## src/rtl/riscv_exception_if.sv

```systemverilog
// Execute-stage to exception-controller bundle: instruction/decode inputs
// and the trap-record handshake to the CSR unit.
interface riscv_exception_if #(
  parameter int unsigned XLEN    = 64,
  parameter int unsigned CAUSE_W = 4
);
  logic               i_riscv_exception_valid;
  logic [6:0]         i_riscv_exception_opcode;
  logic [XLEN-1:0]    i_riscv_exception_pc;
  logic [31:0]        i_riscv_exception_instr;
  logic [XLEN-1:0]    i_riscv_exception_icu_result;
  logic               i_riscv_exception_branch_taken;
  logic [2:0]         i_riscv_exception_load_sel;
  logic [1:0]         i_riscv_exception_store_sel;
  logic               i_riscv_exception_illegal;
  logic               i_riscv_exception_ecall;
  logic               i_riscv_exception_ebreak;
  logic [1:0]         i_riscv_exception_priv;
  logic               i_riscv_exception_ack;
  logic               o_riscv_exception_trap_req;
  logic [CAUSE_W-1:0] o_riscv_exception_cause;
  logic [XLEN-1:0]    o_riscv_exception_tval;
  logic [XLEN-1:0]    o_riscv_exception_epc;
  logic               o_riscv_exception_stall;
  logic               o_riscv_exception_flush;

  modport master (
    output i_riscv_exception_valid, i_riscv_exception_opcode, i_riscv_exception_pc,
           i_riscv_exception_instr, i_riscv_exception_icu_result,
           i_riscv_exception_branch_taken, i_riscv_exception_load_sel,
           i_riscv_exception_store_sel, i_riscv_exception_illegal,
           i_riscv_exception_ecall, i_riscv_exception_ebreak,
           i_riscv_exception_priv, i_riscv_exception_ack,
    input  o_riscv_exception_trap_req, o_riscv_exception_cause,
           o_riscv_exception_tval, o_riscv_exception_epc,
           o_riscv_exception_stall, o_riscv_exception_flush
  );

  modport slave (
    input  i_riscv_exception_valid, i_riscv_exception_opcode, i_riscv_exception_pc,
           i_riscv_exception_instr, i_riscv_exception_icu_result,
           i_riscv_exception_branch_taken, i_riscv_exception_load_sel,
           i_riscv_exception_store_sel, i_riscv_exception_illegal,
           i_riscv_exception_ecall, i_riscv_exception_ebreak,
           i_riscv_exception_priv, i_riscv_exception_ack,
    output o_riscv_exception_trap_req, o_riscv_exception_cause,
           o_riscv_exception_tval, o_riscv_exception_epc,
           o_riscv_exception_stall, o_riscv_exception_flush
  );
endinterface

```

## src/rtl/riscv_exception_ctrl.sv

```systemverilog
// Registered exception detector: prioritises misalignment/illegal/ecall/ebreak,
// holds a trap record for the CSR unit, then stalls and flushes the pipeline.
module riscv_exception_ctrl #(
  parameter int unsigned XLEN         = 64,
  parameter int unsigned IALIGN       = 16,
  parameter int unsigned FLUSH_CYCLES = 2,
  parameter int unsigned CAUSE_W      = 4
) (
  input  logic                  i_riscv_exception_clk,
  input  logic                  i_riscv_exception_rst,
  riscv_exception_if.slave      bus
);
  localparam logic [6:0] OP_JAL    = 7'b1101111;
  localparam logic [6:0] OP_JALR   = 7'b1100111;
  localparam logic [6:0] OP_BRANCH = 7'b1100011;
  localparam logic [6:0] OP_LOAD   = 7'b0000011;
  localparam logic [6:0] OP_STORE  = 7'b0100011;
  localparam int unsigned CNT_W = (FLUSH_CYCLES > 1) ? $clog2(FLUSH_CYCLES) : 1;

  typedef enum logic [1:0] {IDLE, HOLD, FLUSH} state_e;

  state_e             state_q;
  logic [CNT_W-1:0]   cnt_q;
  logic               trap_req_q, stall_q, flush_q;
  logic [CAUSE_W-1:0] cause_q, cause_d;
  logic [XLEN-1:0]    tval_q, tval_d, epc_q;
  logic               exc_d;
  logic               inst_mis, load_mis, store_mis;
  logic [XLEN-1:0]    addr;
  logic [6:0]         opc;

  assign addr = bus.i_riscv_exception_icu_result;
  assign opc  = bus.i_riscv_exception_opcode;

  always_comb begin
    inst_mis  = 1'b0;
    load_mis  = 1'b0;
    store_mis = 1'b0;
    if ((opc == OP_JAL) || (opc == OP_JALR) ||
        ((opc == OP_BRANCH) && bus.i_riscv_exception_branch_taken))
      inst_mis = (IALIGN == 32) ? (addr[1:0] != 2'b00) : addr[0];
    // load_sel 111 is unused and never faults
    if ((opc == OP_LOAD) && (bus.i_riscv_exception_load_sel != 3'b111)) begin
      unique case (bus.i_riscv_exception_load_sel[1:0])
        2'b01:   load_mis = addr[0];
        2'b10:   load_mis = (addr[1:0] != 2'b00);
        2'b11:   load_mis = (addr[2:0] != 3'b000);
        default: load_mis = 1'b0;
      endcase
    end
    if (opc == OP_STORE) begin
      unique case (bus.i_riscv_exception_store_sel)
        2'b01:   store_mis = addr[0];
        2'b10:   store_mis = (addr[1:0] != 2'b00);
        2'b11:   store_mis = (addr[2:0] != 3'b000);
        default: store_mis = 1'b0;
      endcase
    end
  end

  always_comb begin
    exc_d   = bus.i_riscv_exception_valid;
    cause_d = '0;
    tval_d  = '0;
    if (inst_mis) begin
      cause_d = CAUSE_W'(0);
      tval_d  = addr;
    end else if (bus.i_riscv_exception_illegal) begin
      cause_d = CAUSE_W'(2);
      tval_d  = XLEN'(bus.i_riscv_exception_instr);
    end else if (bus.i_riscv_exception_ebreak) begin
      cause_d = CAUSE_W'(3);
      tval_d  = bus.i_riscv_exception_pc;
    end else if (bus.i_riscv_exception_ecall) begin
      unique case (bus.i_riscv_exception_priv)
        2'b00:   cause_d = CAUSE_W'(8);
        2'b01:   cause_d = CAUSE_W'(9);
        default: cause_d = CAUSE_W'(11);
      endcase
    end else if (load_mis) begin
      cause_d = CAUSE_W'(4);
      tval_d  = addr;
    end else if (store_mis) begin
      cause_d = CAUSE_W'(6);
      tval_d  = addr;
    end else begin
      exc_d = 1'b0;
    end
  end

  always_ff @(posedge i_riscv_exception_clk) begin
    if (i_riscv_exception_rst) begin
      state_q    <= IDLE;
      cnt_q      <= '0;
      trap_req_q <= 1'b0;
      stall_q    <= 1'b0;
      flush_q    <= 1'b0;
      cause_q    <= '0;
      tval_q     <= '0;
      epc_q      <= '0;
    end else begin
      unique case (state_q)
        IDLE: if (exc_d) begin
          cause_q    <= cause_d;
          tval_q     <= tval_d;
          epc_q      <= bus.i_riscv_exception_pc;
          trap_req_q <= 1'b1;
          stall_q    <= 1'b1;
          state_q    <= HOLD;
        end
        HOLD: if (bus.i_riscv_exception_ack) begin
          trap_req_q <= 1'b0;
          flush_q    <= 1'b1;
          cnt_q      <= CNT_W'(FLUSH_CYCLES - 1);
          state_q    <= FLUSH;
        end
        FLUSH: if (cnt_q == '0) begin
          flush_q <= 1'b0;
          stall_q <= 1'b0;
          state_q <= IDLE;
        end else begin
          cnt_q <= cnt_q - CNT_W'(1);
        end
        default: state_q <= IDLE;
      endcase
    end
  end

  assign bus.o_riscv_exception_trap_req = trap_req_q;
  assign bus.o_riscv_exception_cause    = cause_q;
  assign bus.o_riscv_exception_tval     = tval_q;
  assign bus.o_riscv_exception_epc      = epc_q;
  assign bus.o_riscv_exception_stall    = stall_q;
  assign bus.o_riscv_exception_flush    = flush_q;
endmodule

```

## src/flat_wrapper.sv

```systemverilog
// flat-port wrapper written by rule: the top's interface ports become plain ports
module riscv_exception_ctrl_flat 
#(
  parameter int unsigned XLEN         = 64,
  parameter int unsigned IALIGN       = 16,
  parameter int unsigned FLUSH_CYCLES = 2,
  parameter int unsigned CAUSE_W      = 4
)
  (i_riscv_exception_clk, i_riscv_exception_rst, bus_i_riscv_exception_valid, bus_i_riscv_exception_opcode, bus_i_riscv_exception_pc, bus_i_riscv_exception_instr, bus_i_riscv_exception_icu_result, bus_i_riscv_exception_branch_taken, bus_i_riscv_exception_load_sel, bus_i_riscv_exception_store_sel, bus_i_riscv_exception_illegal, bus_i_riscv_exception_ecall, bus_i_riscv_exception_ebreak, bus_i_riscv_exception_priv, bus_i_riscv_exception_ack, bus_o_riscv_exception_trap_req, bus_o_riscv_exception_cause, bus_o_riscv_exception_tval, bus_o_riscv_exception_epc, bus_o_riscv_exception_stall, bus_o_riscv_exception_flush);
  riscv_exception_if #(.XLEN(XLEN), .CAUSE_W(CAUSE_W)) bus_i ();
  input  logic i_riscv_exception_clk;
  input  logic i_riscv_exception_rst;
  input wire logic [$bits(bus_i.i_riscv_exception_valid)-1:0] bus_i_riscv_exception_valid;
  input wire logic [$bits(bus_i.i_riscv_exception_opcode)-1:0] bus_i_riscv_exception_opcode;
  input wire logic [$bits(bus_i.i_riscv_exception_pc)-1:0] bus_i_riscv_exception_pc;
  input wire logic [$bits(bus_i.i_riscv_exception_instr)-1:0] bus_i_riscv_exception_instr;
  input wire logic [$bits(bus_i.i_riscv_exception_icu_result)-1:0] bus_i_riscv_exception_icu_result;
  input wire logic [$bits(bus_i.i_riscv_exception_branch_taken)-1:0] bus_i_riscv_exception_branch_taken;
  input wire logic [$bits(bus_i.i_riscv_exception_load_sel)-1:0] bus_i_riscv_exception_load_sel;
  input wire logic [$bits(bus_i.i_riscv_exception_store_sel)-1:0] bus_i_riscv_exception_store_sel;
  input wire logic [$bits(bus_i.i_riscv_exception_illegal)-1:0] bus_i_riscv_exception_illegal;
  input wire logic [$bits(bus_i.i_riscv_exception_ecall)-1:0] bus_i_riscv_exception_ecall;
  input wire logic [$bits(bus_i.i_riscv_exception_ebreak)-1:0] bus_i_riscv_exception_ebreak;
  input wire logic [$bits(bus_i.i_riscv_exception_priv)-1:0] bus_i_riscv_exception_priv;
  input wire logic [$bits(bus_i.i_riscv_exception_ack)-1:0] bus_i_riscv_exception_ack;
  output wire logic [$bits(bus_i.o_riscv_exception_trap_req)-1:0] bus_o_riscv_exception_trap_req;
  output wire logic [$bits(bus_i.o_riscv_exception_cause)-1:0] bus_o_riscv_exception_cause;
  output wire logic [$bits(bus_i.o_riscv_exception_tval)-1:0] bus_o_riscv_exception_tval;
  output wire logic [$bits(bus_i.o_riscv_exception_epc)-1:0] bus_o_riscv_exception_epc;
  output wire logic [$bits(bus_i.o_riscv_exception_stall)-1:0] bus_o_riscv_exception_stall;
  output wire logic [$bits(bus_i.o_riscv_exception_flush)-1:0] bus_o_riscv_exception_flush;
  assign bus_i.i_riscv_exception_valid = bus_i_riscv_exception_valid;
  assign bus_i.i_riscv_exception_opcode = bus_i_riscv_exception_opcode;
  assign bus_i.i_riscv_exception_pc = bus_i_riscv_exception_pc;
  assign bus_i.i_riscv_exception_instr = bus_i_riscv_exception_instr;
  assign bus_i.i_riscv_exception_icu_result = bus_i_riscv_exception_icu_result;
  assign bus_i.i_riscv_exception_branch_taken = bus_i_riscv_exception_branch_taken;
  assign bus_i.i_riscv_exception_load_sel = bus_i_riscv_exception_load_sel;
  assign bus_i.i_riscv_exception_store_sel = bus_i_riscv_exception_store_sel;
  assign bus_i.i_riscv_exception_illegal = bus_i_riscv_exception_illegal;
  assign bus_i.i_riscv_exception_ecall = bus_i_riscv_exception_ecall;
  assign bus_i.i_riscv_exception_ebreak = bus_i_riscv_exception_ebreak;
  assign bus_i.i_riscv_exception_priv = bus_i_riscv_exception_priv;
  assign bus_i.i_riscv_exception_ack = bus_i_riscv_exception_ack;
  assign bus_o_riscv_exception_trap_req = bus_i.o_riscv_exception_trap_req;
  assign bus_o_riscv_exception_cause = bus_i.o_riscv_exception_cause;
  assign bus_o_riscv_exception_tval = bus_i.o_riscv_exception_tval;
  assign bus_o_riscv_exception_epc = bus_i.o_riscv_exception_epc;
  assign bus_o_riscv_exception_stall = bus_i.o_riscv_exception_stall;
  assign bus_o_riscv_exception_flush = bus_i.o_riscv_exception_flush;
  riscv_exception_ctrl #(.XLEN(XLEN), .IALIGN(IALIGN), .FLUSH_CYCLES(FLUSH_CYCLES), .CAUSE_W(CAUSE_W)) u_core (.i_riscv_exception_clk(i_riscv_exception_clk), .i_riscv_exception_rst(i_riscv_exception_rst), .bus(bus_i));
endmodule
```

## config.mk

```make
export PLATFORM = sky130hd
export DESIGN_NAME = riscv_exception_ctrl_flat
export DESIGN_NICKNAME = d
export VERILOG_FILES = /design/src/rtl/riscv_exception_if.sv /design/src/rtl/riscv_exception_ctrl.sv /design/src/flat_wrapper.sv
export SDC_FILE = /design/constraint.sdc
export NUM_CORES = 1
export LEC_CHECK = 0
export CORE_ASPECT_RATIO = 1.5
export CORE_MARGIN = 2
export CORE_UTILIZATION = 41
export CTS_BUF_LIST = sky130_fd_sc_hd__clkbuf_8 sky130_fd_sc_hd__clkbuf_16
export CTS_CLUSTER_DIAMETER = 150
export DETAILED_ROUTE_END_ITERATION = 10
export PLACE_DENSITY = 0.81
export SYNTH_ARGS = -nofsm -noshare
export SYNTH_HDL_FRONTEND = slang
export SYNTH_SLANG_ARGS = --single-unit
```

## constraint.sdc

```tcl
create_clock -name i_riscv_exception_clk -period 2.8 [get_ports i_riscv_exception_clk]
set_input_delay 0.56 -clock i_riscv_exception_clk [delete_from_list [all_inputs] [get_ports i_riscv_exception_clk]]
set_output_delay 0.56 -clock i_riscv_exception_clk [all_outputs]
set_load 0.05 [all_outputs]
```

==> metrics.log <==
INFO  metric synth_area_per_cell = roughly 7.8 µm²
INFO  metric criticalPathCategory = input port to register
INFO  metric worstSetupStartpoint = bus_i_riscv_exception_icu_result[0]
INFO  metric power-per-cell-area = ~600 nW/µm²
INFO  metric final.fill_count = between 1000 and 1500
INFO  metric most_frequently_used_cell_type_in_the_post_synthesis_netlist = dfxtp_1
INFO  metric whs_endpoint = u_core.bus.o_riscv_exception_epc[57]$_SDFFE_PP0P_
INFO  metric final.min_clock_period = around 2.5 ns
INFO  metric f_max = about 400 MHz
INFO  metric clk_pin_slew_worst_paths = around 0.06 ns
INFO  metric muxShareOfSynthArea = 0%
INFO  metric final.setup_skew = ~0.018 ns
INFO  metric synth_fp_nets = 1028
INFO  metric postCtsResizedCells = 0
INFO  metric status = finished clean
INFO  metric synthCells = approximately 850
INFO  metric num_vias = just under 8000
INFO  metric first_global_vias = approximately 8000
INFO  metric hold_path_class = register to register
INFO  metric power_consumption = between 6 and 7 mW
INFO  metric cts_tree = yes
INFO  metric critPathLaunchType = input port
INFO  metric max_stage_delay_cell_worst_path = clkdlybuf4s50_1
INFO  metric clk_root_buffer_cell = clkbuf_16
INFO  metric postCtsHoldBufs = 0
INFO  metric clock_tree.buffer_depth = 2
INFO  metric synth-adder-area-share = 0%
INFO  metric critical_path.reg2reg.startpoint = u_core.state_q[1]$_SDFFE_PP0P_
INFO  metric netlist_area = 6628 µm²
INFO  metric rrSetupSlack = 0.96 ns
INFO  metric gr-usage-all-layers = 30.68%
INFO  metric rsz_0062_raised_after_global_routing = false
INFO  metric crit_path_largest_cell_delay = ~0.57 ns
INFO  metric final.hold.worst_slack = 0.4649 ns
INFO  metric synth-async-reset-ratio = 0%
INFO  metric yosysSeqAreaShare = approximately two fifths
INFO  metric buffers_inserted_by_post_cts_timing_repair = 0
INFO  metric vdd_ir_drop_max = approximately 370 µV
INFO  metric drt_iter0_markers = around 560
INFO  metric synth-seq-cells = 138
INFO  metric max_slew.worst_pin.slew = roughly 0.64 ns
INFO  metric gp_routability_congestion = a little over 0.9
INFO  metric wire_per_inst = 20.26 µm
INFO  metric timing.critical_path.to_type = register
INFO  metric synth_edf_count = 0
INFO  metric finalHoldViolCount = 0
INFO  metric area.growth.synth_to_final = 62.26%
INFO  metric drc = 0
INFO  metric grt_antenna_before_repair = 1
INFO  metric vias_per_cell = slightly below 6
INFO  metric timing.critical_path.max_delay_family = compound AO/OA/AOI/OAI gates
INFO  metric synthesis.yosys.warnings = 0
INFO  metric final_worst_path_period_share = between 80% and 90%
INFO  metric num_io_pins = 317
INFO  metric ys_top_cells_by_area = dfxtp_1 42%, a21oi_1 10%, o21ai_0 9.6%
INFO  metric hold-path-cell-count = 2
INFO  metric worst_skew_pair.late_latency = slightly above 0.4 ns
INFO  metric simple_gate_fraction_of_synth_area = between 10% and 20%
INFO  metric finalSetupViolations = 0
INFO  metric routed_wirelength = 26980 µm
INFO  metric netlist-cell-type-count = 37
INFO  metric cp_data_required_time = 3.11 ns
INFO  metric cts_made_buffers = 17
INFO  metric synth_compound_area_share = about a third
INFO  metric buffer_ports.inserted = ~320
INFO  metric timing.rr.end = u_core.bus.o_riscv_exception_tval[14]$_SDFFE_PP0P_
INFO  metric cts_max_level = 4
INFO  metric die_h = 159.7 µm
INFO  metric die_x = roughly 110 µm
INFO  metric hpwl = ~19000 µm
INFO  metric path_buf_inv = 3
INFO  metric postRouteAntennaNets = 0
INFO  metric cts_num_sinks = 138
INFO  metric initial_utilization = roughly 42%
INFO  metric report.final.slew_viol_count = 0
INFO  metric path_cells = clkdlybuf4s50_1 > nand3b_1 > a221o_1 > buf_4 > a211oi_4 > buf_12 > o21ai_0 > a211oi_1
INFO  metric synth_largest_type_area_fraction = a little over two fifths
INFO  metric timing.max_cap.violations = 0
INFO  metric grt_pass1_wl = 41780 µm
INFO  metric critical_path_arrival = ~2.8 ns
INFO  metric drt_pass1_iterations = 6
INFO  metric cell_taking_the_most_area_after_synthesis = dfxtp_1
INFO  metric synthFlopType = dfxtp_1
INFO  metric synthXorXnorAreaFrac = 0%
INFO  metric post_synth_most_frequent_cells = 138 x dfxtp_1, 133 x a21oi_1, 127 x o21ai_0
INFO  metric grt_start_max_net_pins = 123
INFO  metric drive_above_1_share = 7.624%
INFO  metric reg2reg_depth = 5
INFO  metric worst_hold_startpoint = u_core.bus.o_riscv_exception_epc[57]$_SDFFE_PP0P_
INFO  metric timing.max_slew.rel_slack = a little under three fifths
INFO  metric coreArea = between 15000 and 20000 µm²
INFO  metric synth_top_family_by_area = compound AO/OA/AOI/OAI gates
INFO  metric core.rowCount = 56
INFO  metric final_net_count = about 1300
INFO  metric critical_path.max_fanout = 40
INFO  metric p_leak = 3.677 nW
INFO  metric die_area = 17220 µm²
INFO  metric grt-ovfl-total = 0
## state kept, by name (all words and copies together), names as in the netlist
name	flops
u_core.state_q	2
u_core.bus.o_riscv_exception_tval	64
u_core.bus.o_riscv_exception_flush	1
u_core.cnt_q	1
u_core.bus.o_riscv_exception_cause	4
u_core.bus.o_riscv_exception_trap_req	1
u_core.bus.o_riscv_exception_stall	1
u_core.bus.o_riscv_exception_epc	64
## power breakdown
| part | switching [mW] | internal, mW |
|---|---|---|
| logic | 1.03 | 0.711 |
| registers | 0.0893 | 2.12 |
| clock network | 0.940 | 1.57 |
## how the worst max path moves through the flow
stage	to	slack (ns)	cells past startpoint
CTS	u_core.bus.o_riscv_exception_tval[28]$_SDFFE_PP0P_	0.33	8
global placement	u_core.bus.o_riscv_exception_tval[0]$_SDFFE_PP0P_	-0.04	8
floorplan	u_core.bus.o_riscv_exception_tval[29]$_SDFFE_PP0P_	0.59	8
detailed placement	u_core.bus.o_riscv_exception_tval[28]$_SDFFE_PP0P_	-0.09	8
global route	u_core.bus.o_riscv_exception_tval[2]$_SDFFE_PP0P_	0.19	8
finish	u_core.bus.o_riscv_exception_tval[28]$_SDFFE_PP0P_	0.30	8
## placed cells by master (no fill, tap or decap), types with 10 or more instances in the layout
cell type        count
clkdlybuf4s50_1    313
dfxtp_1            138
a21oi_1            133
o21ai_0            127
a211oi_1            66
nor3_1              66
nand3_1             65
nand2_1             38
nand3b_1            33
a22oi_1             33
buf_4               26
clkbuf_16           17
buf_12              15
nor2_1              10
## routing by layer
layer / global-route usage [%] / part of all wire [%] / up-vias
li1: - / - / 3662
met3: 7.224 / 8.3 / 92
met1: 33.22 / 36 / 3727
met4: 18.94 / 6.1 / 0
met5: 0 / 0 / -
met2: 52.94 / 50 / 464
## cell type report
cell class	instances	area [µm²]	area share [%]
flip-flops and latches	138	2763	25.69
clock inverters	13	202.7	1.885
multi-input cells	601	3437	31.96
clock buffers	19	452.9	4.212
inverters	1	3.754	0.03490
diodes	1	2.502	0.02327
well taps	203	254.0	2.362
repair buffers	356	3638	33.83
## per-stage QoR
| stage | TNS [ns] | cells | cell area (µm²) | utilization (%) | worst slack (ns) |
|---|---|---|---|---|---|
| floorplan | 0 | 846 | 6628 | - | 0.5932 |
| global placement | -0.5783 | 1299 | 10100 | 64.04 | -0.04286 |
| detailed placement | -1.561 | 1299 | 10100 | 64.04 | -0.08811 |
| CTS | 0 | 1331 | 10750 | 68.20 | 0.3285 |
| global route | 0 | 1332 | 10750 | 68.21 | 0.1879 |
| finish | 0 | 1332 | 10750 | 68.21 | 0.3028 |
## logic make-up (layout without fill, tap and decap cells)
| logic type | after synthesis | after routing |
|---|---|---|
| buffers and inverters | 107 | 389 |
| flip-flops | 138 | 138 |
| AO/OA/AOI/OAI | 378 | 378 |
| AND/OR/NAND/NOR | 223 | 223 |
| other | 0 | 1 |
## worst reg2reg max path, delay by kind of cell (launching register included)
| family | cells | cell delay (ns) |
|---|---|---|
| AOI/OAI and AO/OA | 3 | 0.60 |
| and+or+nand+nor | 1 | 0.50 |
| DFF | 1 | 0.38 |
| buffers and inverters | 1 | 0.23 |
Note: power is estimated with default switching activity, not from simulation.
